<file path="src/rtl/regfile_wb_arbiter_if.sv">
`default_nettype none
// +--------------------------------------------------------------------------+
// | regfile_wb_arbiter_if                                                    |
// | Writeback request, reservation, hazard-query and register-file bundle.   |
// | Revision: 1.0                                                            |
// +--------------------------------------------------------------------------+
interface regfile_wb_arbiter_if #(
  parameter int DATA_W = 32,
  parameter int ADDR_W = 5
);
  logic                     wb0_valid;
  logic                     wb0_ready;
  logic [ADDR_W-1:0]        wb0_addr;
  logic [DATA_W-1:0]        wb0_data;
  logic                     wb1_valid;
  logic                     wb1_ready;
  logic [ADDR_W-1:0]        wb1_addr;
  logic [DATA_W-1:0]        wb1_data;
  logic                     rsv_valid;
  logic                     rsv_ready;
  logic [ADDR_W-1:0]        rsv_addr;
  logic [ADDR_W-1:0]        rs_addr;
  logic [ADDR_W-1:0]        rt_addr;
  logic                     rs_busy;
  logic                     rt_busy;
  logic                     rf_we;
  logic [ADDR_W-1:0]        rf_waddr;
  logic [DATA_W-1:0]        rf_wdata;
  logic [(1<<ADDR_W)-1:0]   busy_vec;

  modport slave (
    input  wb0_valid, wb0_addr, wb0_data,
    input  wb1_valid, wb1_addr, wb1_data,
    input  rsv_valid, rsv_addr, rs_addr, rt_addr,
    output wb0_ready, wb1_ready, rsv_ready, rs_busy, rt_busy,
    output rf_we, rf_waddr, rf_wdata, busy_vec
  );

  modport master (
    output wb0_valid, wb0_addr, wb0_data,
    output wb1_valid, wb1_addr, wb1_data,
    output rsv_valid, rsv_addr, rs_addr, rt_addr,
    input  wb0_ready, wb1_ready, rsv_ready, rs_busy, rt_busy,
    input  rf_we, rf_waddr, rf_wdata, busy_vec
  );
endinterface
`default_nettype wire

</file>
<file path="src/rtl/regfile_wb_arbiter.sv">
`default_nettype none
// +--------------------------------------------------------------------------+
// | regfile_wb_arbiter                                                       |
// | Two-port writeback arbiter with registered RF write and busy scoreboard. |
// | Revision: 1.0                                                            |
// +--------------------------------------------------------------------------+
module regfile_wb_arbiter #(
  parameter int DATA_W     = 32,
  parameter int ADDR_W     = 5,
  parameter int FIXED_PRIO = 0
) (
  input  wire logic            clk,
  input  wire logic            reset_n,
  regfile_wb_arbiter_if.slave  bus
);
  localparam int NREG = 1 << ADDR_W;

  logic              pref_q, pref_d;
  logic              we_q, we_d;
  logic [ADDR_W-1:0] waddr_q, waddr_d;
  logic [DATA_W-1:0] wdata_q, wdata_d;
  logic [NREG-1:0]   busy_q, busy_d;

  logic              w_gnt0, w_gnt1, w_rsv_acc;
  logic [NREG-1:0]   w_set, w_clr;

  // pref_q: 0 prefers port 0, 1 prefers port 1 (ignored in fixed mode)
  always_comb begin
    w_gnt0 = 1'b0;
    w_gnt1 = 1'b0;
    if (reset_n) begin
      w_gnt0 = bus.wb0_valid && (!bus.wb1_valid || (FIXED_PRIO != 0) || !pref_q);
      w_gnt1 = bus.wb1_valid && !w_gnt0;
    end
    w_rsv_acc = reset_n && bus.rsv_valid && !busy_q[bus.rsv_addr];
  end

  always_comb begin
    pref_d  = pref_q;
    we_d    = 1'b0;
    waddr_d = waddr_q;
    wdata_d = wdata_q;
    if (w_gnt0) begin
      pref_d  = 1'b1;
      we_d    = (bus.wb0_addr != '0);
      waddr_d = bus.wb0_addr;
      wdata_d = bus.wb0_data;
    end else if (w_gnt1) begin
      pref_d  = 1'b0;
      we_d    = (bus.wb1_addr != '0);
      waddr_d = bus.wb1_addr;
      wdata_d = bus.wb1_data;
    end
  end

  // Clear lands at the end of the rf_we cycle; a same-edge set overrides it
  always_comb begin
    w_set = '0;
    w_clr = '0;
    if (w_rsv_acc && (bus.rsv_addr != '0)) w_set[bus.rsv_addr] = 1'b1;
    if (we_q) w_clr[waddr_q] = 1'b1;
    busy_d    = (busy_q & ~w_clr) | w_set;
    busy_d[0] = 1'b0;
  end

  always_ff @(posedge clk or negedge reset_n) begin
    if (!reset_n) begin
      pref_q  <= 1'b0;
      we_q    <= 1'b0;
      waddr_q <= '0;
      wdata_q <= '0;
      busy_q  <= '0;
    end else begin
      pref_q  <= pref_d;
      we_q    <= we_d;
      waddr_q <= waddr_d;
      wdata_q <= wdata_d;
      busy_q  <= busy_d;
    end
  end

  assign bus.wb0_ready = w_gnt0;
  assign bus.wb1_ready = w_gnt1;
  assign bus.rsv_ready = reset_n && !busy_q[bus.rsv_addr];
  assign bus.rs_busy   = (bus.rs_addr != '0) && busy_q[bus.rs_addr];
  assign bus.rt_busy   = (bus.rt_addr != '0) && busy_q[bus.rt_addr];
  assign bus.rf_we     = we_q;
  assign bus.rf_waddr  = waddr_q;
  assign bus.rf_wdata  = wdata_q;
  assign bus.busy_vec  = busy_q;
endmodule
`default_nettype wire

</file>
<file path="src/flat_wrapper.sv">
// flat-port wrapper written by rule: the top's interface ports become plain ports
module regfile_wb_arbiter_flat 
#(
  parameter int DATA_W     = 32,
  parameter int ADDR_W     = 5,
  parameter int FIXED_PRIO = 0
)
  (clk, reset_n, bus_wb0_valid, bus_wb0_addr, bus_wb0_data, bus_wb1_valid, bus_wb1_addr, bus_wb1_data, bus_rsv_valid, bus_rsv_addr, bus_rs_addr, bus_rt_addr, bus_wb0_ready, bus_wb1_ready, bus_rsv_ready, bus_rs_busy, bus_rt_busy, bus_rf_we, bus_rf_waddr, bus_rf_wdata, bus_busy_vec);
  regfile_wb_arbiter_if #(.DATA_W(DATA_W), .ADDR_W(ADDR_W)) bus_i ();
  input  wire logic clk;
  input  wire logic reset_n;
  input wire logic [$bits(bus_i.wb0_valid)-1:0] bus_wb0_valid;
  input wire logic [$bits(bus_i.wb0_addr)-1:0] bus_wb0_addr;
  input wire logic [$bits(bus_i.wb0_data)-1:0] bus_wb0_data;
  input wire logic [$bits(bus_i.wb1_valid)-1:0] bus_wb1_valid;
  input wire logic [$bits(bus_i.wb1_addr)-1:0] bus_wb1_addr;
  input wire logic [$bits(bus_i.wb1_data)-1:0] bus_wb1_data;
  input wire logic [$bits(bus_i.rsv_valid)-1:0] bus_rsv_valid;
  input wire logic [$bits(bus_i.rsv_addr)-1:0] bus_rsv_addr;
  input wire logic [$bits(bus_i.rs_addr)-1:0] bus_rs_addr;
  input wire logic [$bits(bus_i.rt_addr)-1:0] bus_rt_addr;
  output wire logic [$bits(bus_i.wb0_ready)-1:0] bus_wb0_ready;
  output wire logic [$bits(bus_i.wb1_ready)-1:0] bus_wb1_ready;
  output wire logic [$bits(bus_i.rsv_ready)-1:0] bus_rsv_ready;
  output wire logic [$bits(bus_i.rs_busy)-1:0] bus_rs_busy;
  output wire logic [$bits(bus_i.rt_busy)-1:0] bus_rt_busy;
  output wire logic [$bits(bus_i.rf_we)-1:0] bus_rf_we;
  output wire logic [$bits(bus_i.rf_waddr)-1:0] bus_rf_waddr;
  output wire logic [$bits(bus_i.rf_wdata)-1:0] bus_rf_wdata;
  output wire logic [$bits(bus_i.busy_vec)-1:0] bus_busy_vec;
  assign bus_i.wb0_valid = bus_wb0_valid;
  assign bus_i.wb0_addr = bus_wb0_addr;
  assign bus_i.wb0_data = bus_wb0_data;
  assign bus_i.wb1_valid = bus_wb1_valid;
  assign bus_i.wb1_addr = bus_wb1_addr;
  assign bus_i.wb1_data = bus_wb1_data;
  assign bus_i.rsv_valid = bus_rsv_valid;
  assign bus_i.rsv_addr = bus_rsv_addr;
  assign bus_i.rs_addr = bus_rs_addr;
  assign bus_i.rt_addr = bus_rt_addr;
  assign bus_wb0_ready = bus_i.wb0_ready;
  assign bus_wb1_ready = bus_i.wb1_ready;
  assign bus_rsv_ready = bus_i.rsv_ready;
  assign bus_rs_busy = bus_i.rs_busy;
  assign bus_rt_busy = bus_i.rt_busy;
  assign bus_rf_we = bus_i.rf_we;
  assign bus_rf_waddr = bus_i.rf_waddr;
  assign bus_rf_wdata = bus_i.rf_wdata;
  assign bus_busy_vec = bus_i.busy_vec;
  regfile_wb_arbiter #(.DATA_W(DATA_W), .ADDR_W(ADDR_W), .FIXED_PRIO(FIXED_PRIO)) u_core (.clk(clk), .reset_n(reset_n), .bus(bus_i));
endmodule
</file>
<file path="config.mk">
export PLATFORM = sky130hd
export DESIGN_NAME = regfile_wb_arbiter_flat
export DESIGN_NICKNAME = d
export VERILOG_FILES = /design/src/rtl/regfile_wb_arbiter_if.sv /design/src/rtl/regfile_wb_arbiter.sv /design/src/flat_wrapper.sv
export SDC_FILE = /design/constraint.sdc
export NUM_CORES = 1
export LEC_CHECK = 0
export BUFFER_PORTS_ARGS = -buffer_cell sky130_fd_sc_hd__buf_2
export CAP_MARGIN = 5
export CORE_AREA = 5 5 93 117
export DETAILED_ROUTE_END_ITERATION = 8
export DIE_AREA = 0 0 98 122
export PLACE_DENSITY = 0.76
export SLEW_MARGIN = 25
export SYNTH_ARGS = -nofsm -noshare
export SYNTH_HDL_FRONTEND = slang
export SYNTH_SLANG_ARGS = --single-unit
</file>
<file path="constraint.sdc">
create_clock -name clk -period 1.65 [get_ports clk]
set_clock_uncertainty 0.1 [all_clocks]
set_input_delay 0.165 -clock clk [delete_from_list [all_inputs] [get_ports clk]]
set_output_delay 0.165 -clock clk [all_outputs]
set_load 0.01 [all_outputs]
</file>
==> key figures, run 1 <==
Route
  – Drt drc: 0
  – DRT met1 WL: 6.46 mm
  – Met3 WL: 2.25 mm
  – Via density: 5.86
  – Final WL: 18.6 mm
  – DRT Pass-1 Iters: 5
  – DRT iter0 DRCs: 498
  – Uppermost routed layer: met4
  – Remaining antenna violation count: 0
  – WL met2: 9.04 mm
  – Vias: 5178
  – Post-detailed-route wirelength per cell: 21.1 um

Critical path
  – Cells along the critical path: mux4_2, mux4_2, o21a_1, buf_2
  – R2R cell count: 7
  – CP most frequent cell: mux4_2
  – CP max stage delay: 0.48 ns
  – CP startpoint kind: register
  – Slowest-stage cell, CP: mux4_2
  – Reg-to-reg critical path endpoint: u_core.bus.busy_vec[12]
  – Worst R2R Setup Slack: -0.20 ns
  – Worst R2R Start: u_core.bus.busy_vec[25]
  – Critical Path Fanout Max: 3
  – Critical path type: reg2out
  – Worst Setup End Kind: output port
  – CP arrival: 2.01 ns
  – Critical Path RT: 1.38 ns

Placement
  – Placed Area: 0.00549 mm^2
  – PortBufs: 167
  – Placed Instances: 783
  – DP HPWL: 11.7 mm
  – Pre-CTS setup slack: -0.368 ns
  – Placer Congestion: 1.01

Synthesis
  – Register area share after synthesis: 0.426
  – Top-count cell post-synth: nand2_1
  – Top_reg_cell synth: dfrtp_1
  – Syn Area/Cell: 9.20 um^2
  – Synth top area cells: dfrtp_1 (43%), mux4_1 (8.9%), nand2_1 (8.2%)
  – Mapped Nets: 541
  – Synth top area share: 0.426
  – EDFF count, synth: 0
  – Area share of fa/ha/maj cells after synthesis: 0
  – Syn Std Cell Area: 0.00411 mm^2
  – Synth Area in Simple Gates: 0.205
  – Synth top cells by count: nand2_1 (90), dfrtp_1 (70), nor2_1 (59)
  – Seq cells post-synth: 70
  – Multiplexer share of the synthesized area: 0.155
  – Compound-gate portion of the synthesized area: 0.174
  – XOR/XNOR Fraction of Synth Area: 0
  – Cell variety after synth: 44
  – Cell taking the most area after synthesis: dfrtp_1
  – Asr flop ratio synth: 1.00
  – Mapped Cells: 447
  – Yosys warnings: 0
  – Largest family of logic cells by synthesized area: simple AND/OR/NAND/NOR gates

GRT
  – Number of global-route vias before repair: 5229
  – Largest net degree at the start of global routing: 41
  – Gr usage total: 0.294
  – Grt ovf: 0
  – Global-route wire length before repair: 27.5 mm
  – Antenna violations before repair: 0

STA
  – Period utilization: 1.38
  – Post-route setup slack: -0.627 ns
  – Hold slack final: 0.0144 ns
  – Setup Viol. Count Final: 33
  – Final hold viol count: 0
  – Unrepaired setup endpoints after global routing: true
  – Total Neg Setup Slack: -4.18 ns
  – Crit path time final: 2.28 ns
  – Final max-slew violation count: 0
  – Fmax: 439 MHz

Layout
  – Ratio of cells with drive above 1 in the final layout: 0.432
  – Final layout net count: 842
  – Final core utilization: 0.702
  – Finished Layout Cells: 883
  – Final design instance area without fill: 0.00688 mm^2
  – Filler cells: 669
  – Synthesis-to-finish area growth: 67.3%

Clock tree
  – Worst skew pair latency: 0.34 ns
  – Clk slew on worst S/H paths: 0.06 ns
  – Total CTS buffers: 9
  – CTS H-tree lvls: 3
  – Worst-case clock buffer depth: 2
  – Root Driver: clkbuf_16
  – CTS tree: built
  – Clk sinks: 70

Power
  – Switching share of power: 0.379
  – Worst vdd ir: 0.000629 V
  – Gate power share: 0.469
  – Overall power: 8.77 mW
  – Clock share of power: 0.210
  – Sequential power share: 0.322
  – Leak: 3.10 nW
  – Net Switching: 3.32 mW
  – Total power per unit cell area: 1280 mW/mm^2
  – Internal Power: 5.45 mW

Hold path
  – Worst hold path stage count: 3
  – HP Start: bus_wb0_data[9]
  – Class of the worst hold path: in2reg
  – Hold Crit Endpoint: u_core.bus.rf_wdata[9]

Floorplanning
  – Die Wd: 98 um
  – Die area: 0.0120 mm^2
  – IO Pins: 169
  – Initial Utilization: 0.419
  – Rows: 41
  – Die Height: 122 um
  – Core ar.: 0.00980 mm^2

Run status
  – Failing checks: setup timing
  – Status: finished, violations left

Flow run
  – Max cap viols: 0
==> cell families (layout without fill, tap and decap cells) <==
| logic type | Yosys count | count (layout) |
|---|---|---|
| AOI/OAI and AO/OA | 116 | 116 |
| DFF | 70 | 70 |
| and+or+nand+nor | 190 | 191 |
| other | 1 | 2 |
| buffers and inverters | 34 | 339 |
| muxes | 36 | 36 |
==> critical path, delay by kind of cell (launching register included) <==
family,cells,cell delay (ns)
buf+inv,1,0.13
flops,1,0.41
compound gates,1,0.18
mux,2,0.95
==> power groups by stage <==
stage / clock network, mW / registers, mW / logic, mW
after floorplan: 0 / 2.93 / 1.29
after global placement: 0 / 2.74 / 3.19
after detailed placement: 0 / 2.79 / 3.26
after CTS: 1.85 / 2.77 / 3.58
after global routing: 1.92 / 2.87 / 4.39
final: 1.84 / 2.82 / 4.11
==> sequential cells by signal, indices dropped and copies added, names as in the netlist <==
| register | flops |
|---|---|
| u_core.pref_q | 1 |
| u_core.bus.rf_wdata | 32 |
| u_core.bus.busy_vec | 31 |
| u_core.bus.rf_we | 1 |
| u_core.bus.rf_waddr | 5 |
==> area by class of cell <==
| class | count | area (um^2) | share of cell area |
|---|---|---|---|
| Multi-Input combinational cell | 344 | 2400 | 0.349 |
| Timing Repair Buffer | 320 | 2270 | 0.330 |
| Sequential cell | 70 | 1750 | 0.255 |
| Clock buffer | 9 | 225 | 0.0328 |
| Tap cell | 129 | 161 | 0.0235 |
| Clock inverter | 7 | 57.6 | 0.00837 |
| Inverter | 3 | 13.8 | 0.00200 |
| Antenna cell | 1 | 2.50 | 0.000364 |
==> cells in the final DEF, fill, tap and decap left out, drive strengths merged, types with 3 or more instances in the layout <==
cell type / instances
o211ai: 3
nor3b: 5
o21ai: 59
buf: 252
dfrtp: 70
clkbuf: 10
o32ai: 14
nand2: 91
mux2i: 10
nand3b: 11
dlygate4sd3: 66
mux2: 9
inv: 5
mux4: 17
a31oi: 26
nor2: 59
nand3: 10
o31ai: 5
clkinv: 5
==> routing by layer <==
metal / up-vias / track usage
met3: 72 / 0.0945
met2: 429 / 0.499
met1: 2441 / 0.344
met4: 0 / 0.124
met5: - / 0
li1: 2236 / -
==> how the worst max path moves through the flow <==
stage | startpoint | to | depth (start not counted)
6_report | u_core.bus.busy_vec[11] | bus_rt_busy | 4
5_1_grt | u_core.bus.busy_vec[3] | bus_rs_busy | 6
4_1_cts | u_core.bus.busy_vec[11] | bus_rt_busy | 4
3_5_place_dp | bus_rsv_addr[0] | u_core.bus.busy_vec[10] | 8
3_3_place_gp | bus_rs_addr[0] | bus_rs_busy | 5
2_1_floorplan | u_core.bus.busy_vec[15] | bus_rs_busy | 3
==> repair_timing <==
item	in CTS	in global routing
hold buffers	67	0
pin swaps	5	26
buffers inserted	5	10
gates resized for setup	39	51
cloned	0	2
endpoints found under the setup margin	35	59
endpoints found under the hold margin	107	0
(Power assumes the default switching activity.)
==> run 2: changes to the inputs <==
Settings changed: CORE_AREA 5 5 93 117 to 5 5 118 92, DIE_AREA 0 0 98 122 to 0 0 123 97, PLACE_DENSITY 0.76 to 0.77, RECOVER_POWER set to 25.
==> run 2 against run 1 <==
The run still ends with setup timing left. Global-route usage increased by 0.32 points. Setup slack worse by 0.0062 ns. Utilization is 1.4 points higher. First-iteration DRC count is 24% lower. Combinational power down 3%. Sequential share of layout area grew 0.29 points. Non-clock buffer count is 15 lower. Maximum frequency fell by 0.27%. Sequential power down 1%. Hold slack worse by 0.0074 ns. Count of clock-buffer cells in the layout grew 2. Critical path type unchanged. Highest routed layer unchanged.
==> key figures, run 2 (same netlist as run 1, synthesis figures left out) <==
Route
  – WL met2: 8.33 mm
  – Met3 WL: 1.98 mm
  – DRT iter0 DRCs: 378
  – Drt drc: 0
  – Post-detailed-route wirelength per cell: 20.6 um
  – DRT met1 WL: 6.71 mm
  – Remaining antenna violation count: 0
  – Vias: 5024
  – Via density: 5.77
  – Final WL: 17.9 mm
  – Uppermost routed layer: met4
  – DRT Pass-1 Iters: 5

Layout
  – Finished Layout Cells: 870
  – Most frequent cells in the layout: buf_2 (165), nand2_1 (89), buf_4 (70)
  – Final design instance area without fill: 0.00680 mm^2
  – Antenna Cells: 0
  – Most common cell after layout, fill and taps aside: buf_2
  – Final core utilization: 0.716
  – Final layout net count: 827
  – Largest register FFs: 32
  – Ratio of cells with drive above 1 in the final layout: 0.442
  – Synthesis-to-finish area growth: 65.5%

STA
  – Final max-slew violation count: 0
  – Setup Viol. Count Final: 25
  – Final hold viol count: 0
  – Period utilization: 1.38
  – Worst slew pin tran: 1.18 ns
  – Total Neg Setup Slack: -3.52 ns
  – Fmax: 438 MHz
  – Crit path time final: 2.28 ns
  – Hold slack final: 0.00697 ns
  – Unrepaired setup endpoints after global routing: true
  – Post-route setup slack: -0.633 ns
  – Slew margin rel.: 0.213

Floorplanning
  – Die area: 0.0119 mm^2
  – Die Wd: 123 um
  – Core ar.: 0.00950 mm^2
  – Initial Utilization: 0.433
  – IO Pins: 169
  – Rows: 31
  – Die Height: 97 um

Critical path
  – CP max stage delay: 0.49 ns
  – Critical Path Fanout Max: 3
  – CP arrival: 2.02 ns
  – CP top delay family: multiplexers
  – Cells along the critical path: mux4_2, mux4_2, o21a_1, buf_2
  – CP most frequent cell: mux4_2
  – Critical Path RT: 1.38 ns
  – Worst Setup End Kind: output port
  – CP startpoint kind: register
  – Critical path type: reg2out
  – Slowest-stage cell, CP: mux4_2
  – Bufs and invs on worst path: 1

GRT
  – Gr usage total: 0.298
  – Global-route wire length before repair: 27.8 mm
  – Antenna violations before repair: 0
  – Largest net degree at the start of global routing: 53
  – Grt ovf: 0
  – Number of global-route vias before repair: 5208

Placement
  – Placer Congestion: 0.921
  – Placed Instances: 789
  – Placed Area: 0.00554 mm^2
  – DP HPWL: 11.5 mm
  – Pre-CTS setup slack: -0.325 ns
  – PortBufs: 167

Power
  – Worst vdd ir: 0.000832 V
  – Total power per unit cell area: 1300 mW/mm^2
  – Leak: 3.04 nW
  – Overall power: 8.87 mW

Clock tree
  – Worst skew pair latency: 0.34 ns
  – Total CTS buffers: 9
  – Root Driver: clkbuf_16
  – Clk slew on worst S/H paths: 0.06 ns
  – Clk sinks: 70
  – CTS H-tree lvls: 3
  – CTS tree: built
  – Worst-case clock buffer depth: 2

Run status
  – Status: finished, violations left
  – Failing checks: setup timing

Hold path
  – Class of the worst hold path: in2reg

Flow run
  – Max cap viols: 0
==> run 2: per-layer routing <==
metal / GRT usage / vias to the layer above
met2: 0.478 / 370
met3: 0.0950 / 89
met5: 0 / -
met1: 0.369 / 2366
li1: - / 2199
met4: 0.121 / 0
==> run 2: layout make-up <==
cell class	instances	area (um^2)
well taps	132	165
repair buffers	305	2110
fillers	641	2700
clock inverters	5	83.8
clock buffers	11	233
inverters	3	11.3
flip-flops and latches	70	1750
multi-input cells	344	2450
==> run 2: path summary, 6_finish.rpt <==
path / startpoint / end / slack (ns) / depth (start not counted)
hold reg to reg: u_core.pref_q / u_core.pref_q / 0.42 / 2
setup / recovery: u_core.bus.busy_vec[11] / bus_rs_busy / -0.63 / 4
max in group asynchronous: reset_n / u_core.bus.busy_vec[24] / 0.22 / 2
hold / removal: bus_wb0_data[5] / u_core.bus.rf_wdata[5] / 0.007 / 3
setup reg to reg: u_core.bus.busy_vec[24] / u_core.bus.busy_vec[14] / -0.16 / 7
min in group asynchronous: reset_n / u_core.pref_q / 0.42 / 2
==> run 2: worst min-delay path: cells and delay by family <==
family	cells	cell delay, ns
compound gates	1	0.05
buf+inv	1	0.10
simple gates	1	0.09
==> run 2: what timing repair did <==
| action | 4_1_cts | 5_1_grt |
|---|---|---|
| cloned | 1 | 1 |
| endpoints found under the hold margin | 55 | 0 |
| gates resized for setup | 49 | 41 |
| endpoints found under the setup margin | 30 | 35 |
| pin swaps | 17 | 21 |
| hold buffers | 57 | 0 |
| setup buffers | 6 | 4 |
==> run 2: report_power, final <==
group / total, mW / switching, mW / internal, mW / leakage, nW
sequential: 2.78 / 0.537 / 2.25 / 0.781
combinational: 4.00 / 1.93 / 2.08 / 2.11
clock: 2.08 / 0.755 / 1.33 / 0.146
total: 8.87 / 3.22 / 5.65 / 3.04
==> run 3: changes to the inputs <==
Settings changed: BUFFER_PORTS_ARGS -buffer_cell sky130_fd_sc_hd__buf_2 to -buffer_cell sky130_fd_sc_hd__buf_4, REMOVE_ABC_BUFFERS set to 1.
==> run 3 against run 2 <==
Total power rose by 10%. Sequential share of layout area fell by 1.2 points. Critical path depth rose by 2. The flow still finishes with violations (setup timing). Hold slack got worse by 0.0018 ns. Die area did not move. Clock power rose by 9%. Register-to-register slack got worse by 0.03 ns. Global-route usage rose by 0.48 points. Cell area rose by 5.0%. Largest cell class unchanged. Combinational power rose by 19%. Highest routed layer unchanged.
==> key figures, run 3 (same netlist as run 1, synthesis figures left out) <==
Critical path
  – CP arrival: 2.01 ns
  – CP startpoint kind: register
  – Worst Setup End Kind: output port
  – CP startpoint: u_core.bus.busy_vec[8]
  – Critical Path Fanout Max: 3
  – Critical path type: reg2out
  – CP top delay family: multiplexers
  – CP most frequent cell: buf_6
  – CP max stage delay: 0.48 ns
  – R2R cell count: 9
  – Cells along the critical path: buf_6, mux4_2, and2_4, a21oi_2, and3b_2, buf_6
  – Critical Path RT: 1.38 ns
  – Worst R2R Setup Slack: -0.19 ns
  – Reg-to-reg critical path endpoint: u_core.bus.busy_vec[3]
  – Worst R2R Start: u_core.bus.busy_vec[31]
  – Bufs and invs on worst path: 2
  – Slowest-stage cell, CP: mux4_2

Layout
  – Antenna Cells: 0
  – Most frequent cells in the layout: buf_4 (205), nand2_1 (89), dfrtp_1 (69)
  – Largest register FFs: 32
  – Final layout net count: 828
  – Ratio of cells with drive above 1 in the final layout: 0.430
  – Synthesis-to-finish area growth: 73.9%
  – Most common cell after layout, fill and taps aside: buf_4

GRT
  – Gr usage total: 0.302
  – Global-route wire length before repair: 28.4 mm
  – Grt ovf: 0
  – Largest net degree at the start of global routing: 50
  – Number of global-route vias before repair: 5413
  – Antenna violations before repair: 0

Floorplanning
  – IO Pins: 169
  – Initial Utilization: 0.433
  – Core ar.: 0.00950 mm^2
  – Die area: 0.0119 mm^2
  – Die Height: 97 um
  – Die Wd: 123 um
  – Rows: 31

STA
  – Slew margin rel.: 0.661
  – Setup Viol. Count Final: 34
  – Unrepaired setup endpoints after global routing: true
  – Post-route setup slack: -0.624 ns
  – Fmax: 440 MHz
  – Worst slew pin tran: 0.509 ns
  – Hold slack final: 0.00512 ns
  – Final hold viol count: 0
  – Final max-slew violation count: 0
  – Crit path time final: 2.27 ns
  – Total Neg Setup Slack: -5.16 ns
  – Period utilization: 1.38

Route
  – Final WL: 18.5 mm
  – DRT Pass-1 Iters: 7
  – Met3 WL: 2.43 mm
  – Remaining antenna violation count: 0
  – DRT iter0 DRCs: 418
  – Vias: 5147
  – Drt drc: 0
  – Post-detailed-route wirelength per cell: 21.2 um
  – DRT met1 WL: 6.65 mm
  – Uppermost routed layer: met4
  – Via density: 5.92
  – WL met2: 8.65 mm

Clock tree
  – Total CTS buffers: 9
  – CTS H-tree lvls: 3
  – Worst skew pair latency: 0.34 ns
  – Clk slew on worst S/H paths: 0.06 ns
  – CTS tree: built
  – Clk sinks: 70
  – Worst-case clock buffer depth: 2
  – Root Driver: clkbuf_16

Flow run
  – Max cap viols: 0

Power
  – Worst vdd ir: 0.000710 V
  – Overall power: 9.79 mW
  – Leak: 3.13 nW
  – Total power per unit cell area: 1370 mW/mm^2

Run status
  – Failing checks: setup timing
  – Status: finished, violations left

Hold path
  – HP Start: bus_wb1_data[24]
  – Class of the worst hold path: in2reg
  – Worst hold path stage count: 3
  – Hold Crit Endpoint: u_core.bus.rf_wdata[24]

Placement
  – PortBufs: 167
  – DP HPWL: 12.0 mm
  – Placer Congestion: 1.02
  – Pre-CTS setup slack: -0.301 ns
-- run 3: changes by cell type in the layout (fill, tap and decap cells not counted), moves of 2 or more --
cell and delta:
dlygate4sd3_1 -14, buf_8 +3, buf_4 +135, buf_6 +13
o21ai_1 -2, clkbuf_1 +28, o21ai_2 +2, buf_2 -165
mux2i_1 -2, nand2_8 -2
-- run 3: how the worst max path moves through the flow --
| stage | endpoint | slack (ns) | depth (start not counted) |
|---|---|---|---|
| final | bus_rsv_ready | -0.62 | 6 |
| after global routing | bus_rs_busy | -0.66 | 4 |
| after CTS | bus_rs_busy | -0.60 | 4 |
| after detailed placement | bus_rs_busy | -0.30 | 5 |
| after global placement | bus_rs_busy | -0.29 | 5 |
| after floorplan | u_core.bus.rf_waddr[0] | -1.01 | 5 |
-- run 3: final cells by class --
class	count	area (um^2)
clock buffers	9	225
clock inverters	6	111
fillers	631	2360
inverters	3	11.3
multi-input cells	343	2450
flip-flops and latches	70	1750
well taps	132	165
repair buffers	307	2430
-- run 3: worst min-delay path: cells and delay by family --
family	cells	cell delay, ns
buffers and inverters	1	0.11
AO/OA/AOI/OAI	1	0.07
AND/OR/NAND/NOR	1	0.05
-- run 3: timing repair --
item | 4_1_cts | 5_1_grt
buffers inserted | 9 | 11
gates resized for setup | 81 | 35
pin swaps | 26 | 14
endpoints found under the setup margin | 32 | 36
endpoints found under the hold margin | 97 | 0
hold buffers | 43 | 0
-- run 3: report_power, final --
group | switching (mW) | total [mW] | internal (mW)
Clock | 0.790 | 2.26 | 1.47
Sequential | 0.542 | 2.79 | 2.24
Combinational | 2.14 | 4.74 | 2.60
Total | 3.47 | 9.79 | 6.32
-- run 3: metal layers --
metal / track usage / vias up
li1: - / 2205
met5: 0 / -
met2: 0.491 / 383
met4: 0.130 / 0
met3: 0.105 / 81
met1: 0.362 / 2478
-- run 3: metrics by stage --
| stage | instance area (um^2) | cells | utilization |
|---|---|---|---|
| 5_1_grt | 7150 | 870 | 0.752 |
| 3_3_place_gp | 6030 | 796 | 0.635 |
| 4_1_cts | 7050 | 862 | 0.742 |
| 3_5_place_dp | 6030 | 796 | 0.635 |
| 6_report | 7150 | 870 | 0.752 |
| 2_1_floorplan | 3960 | 416 | - |
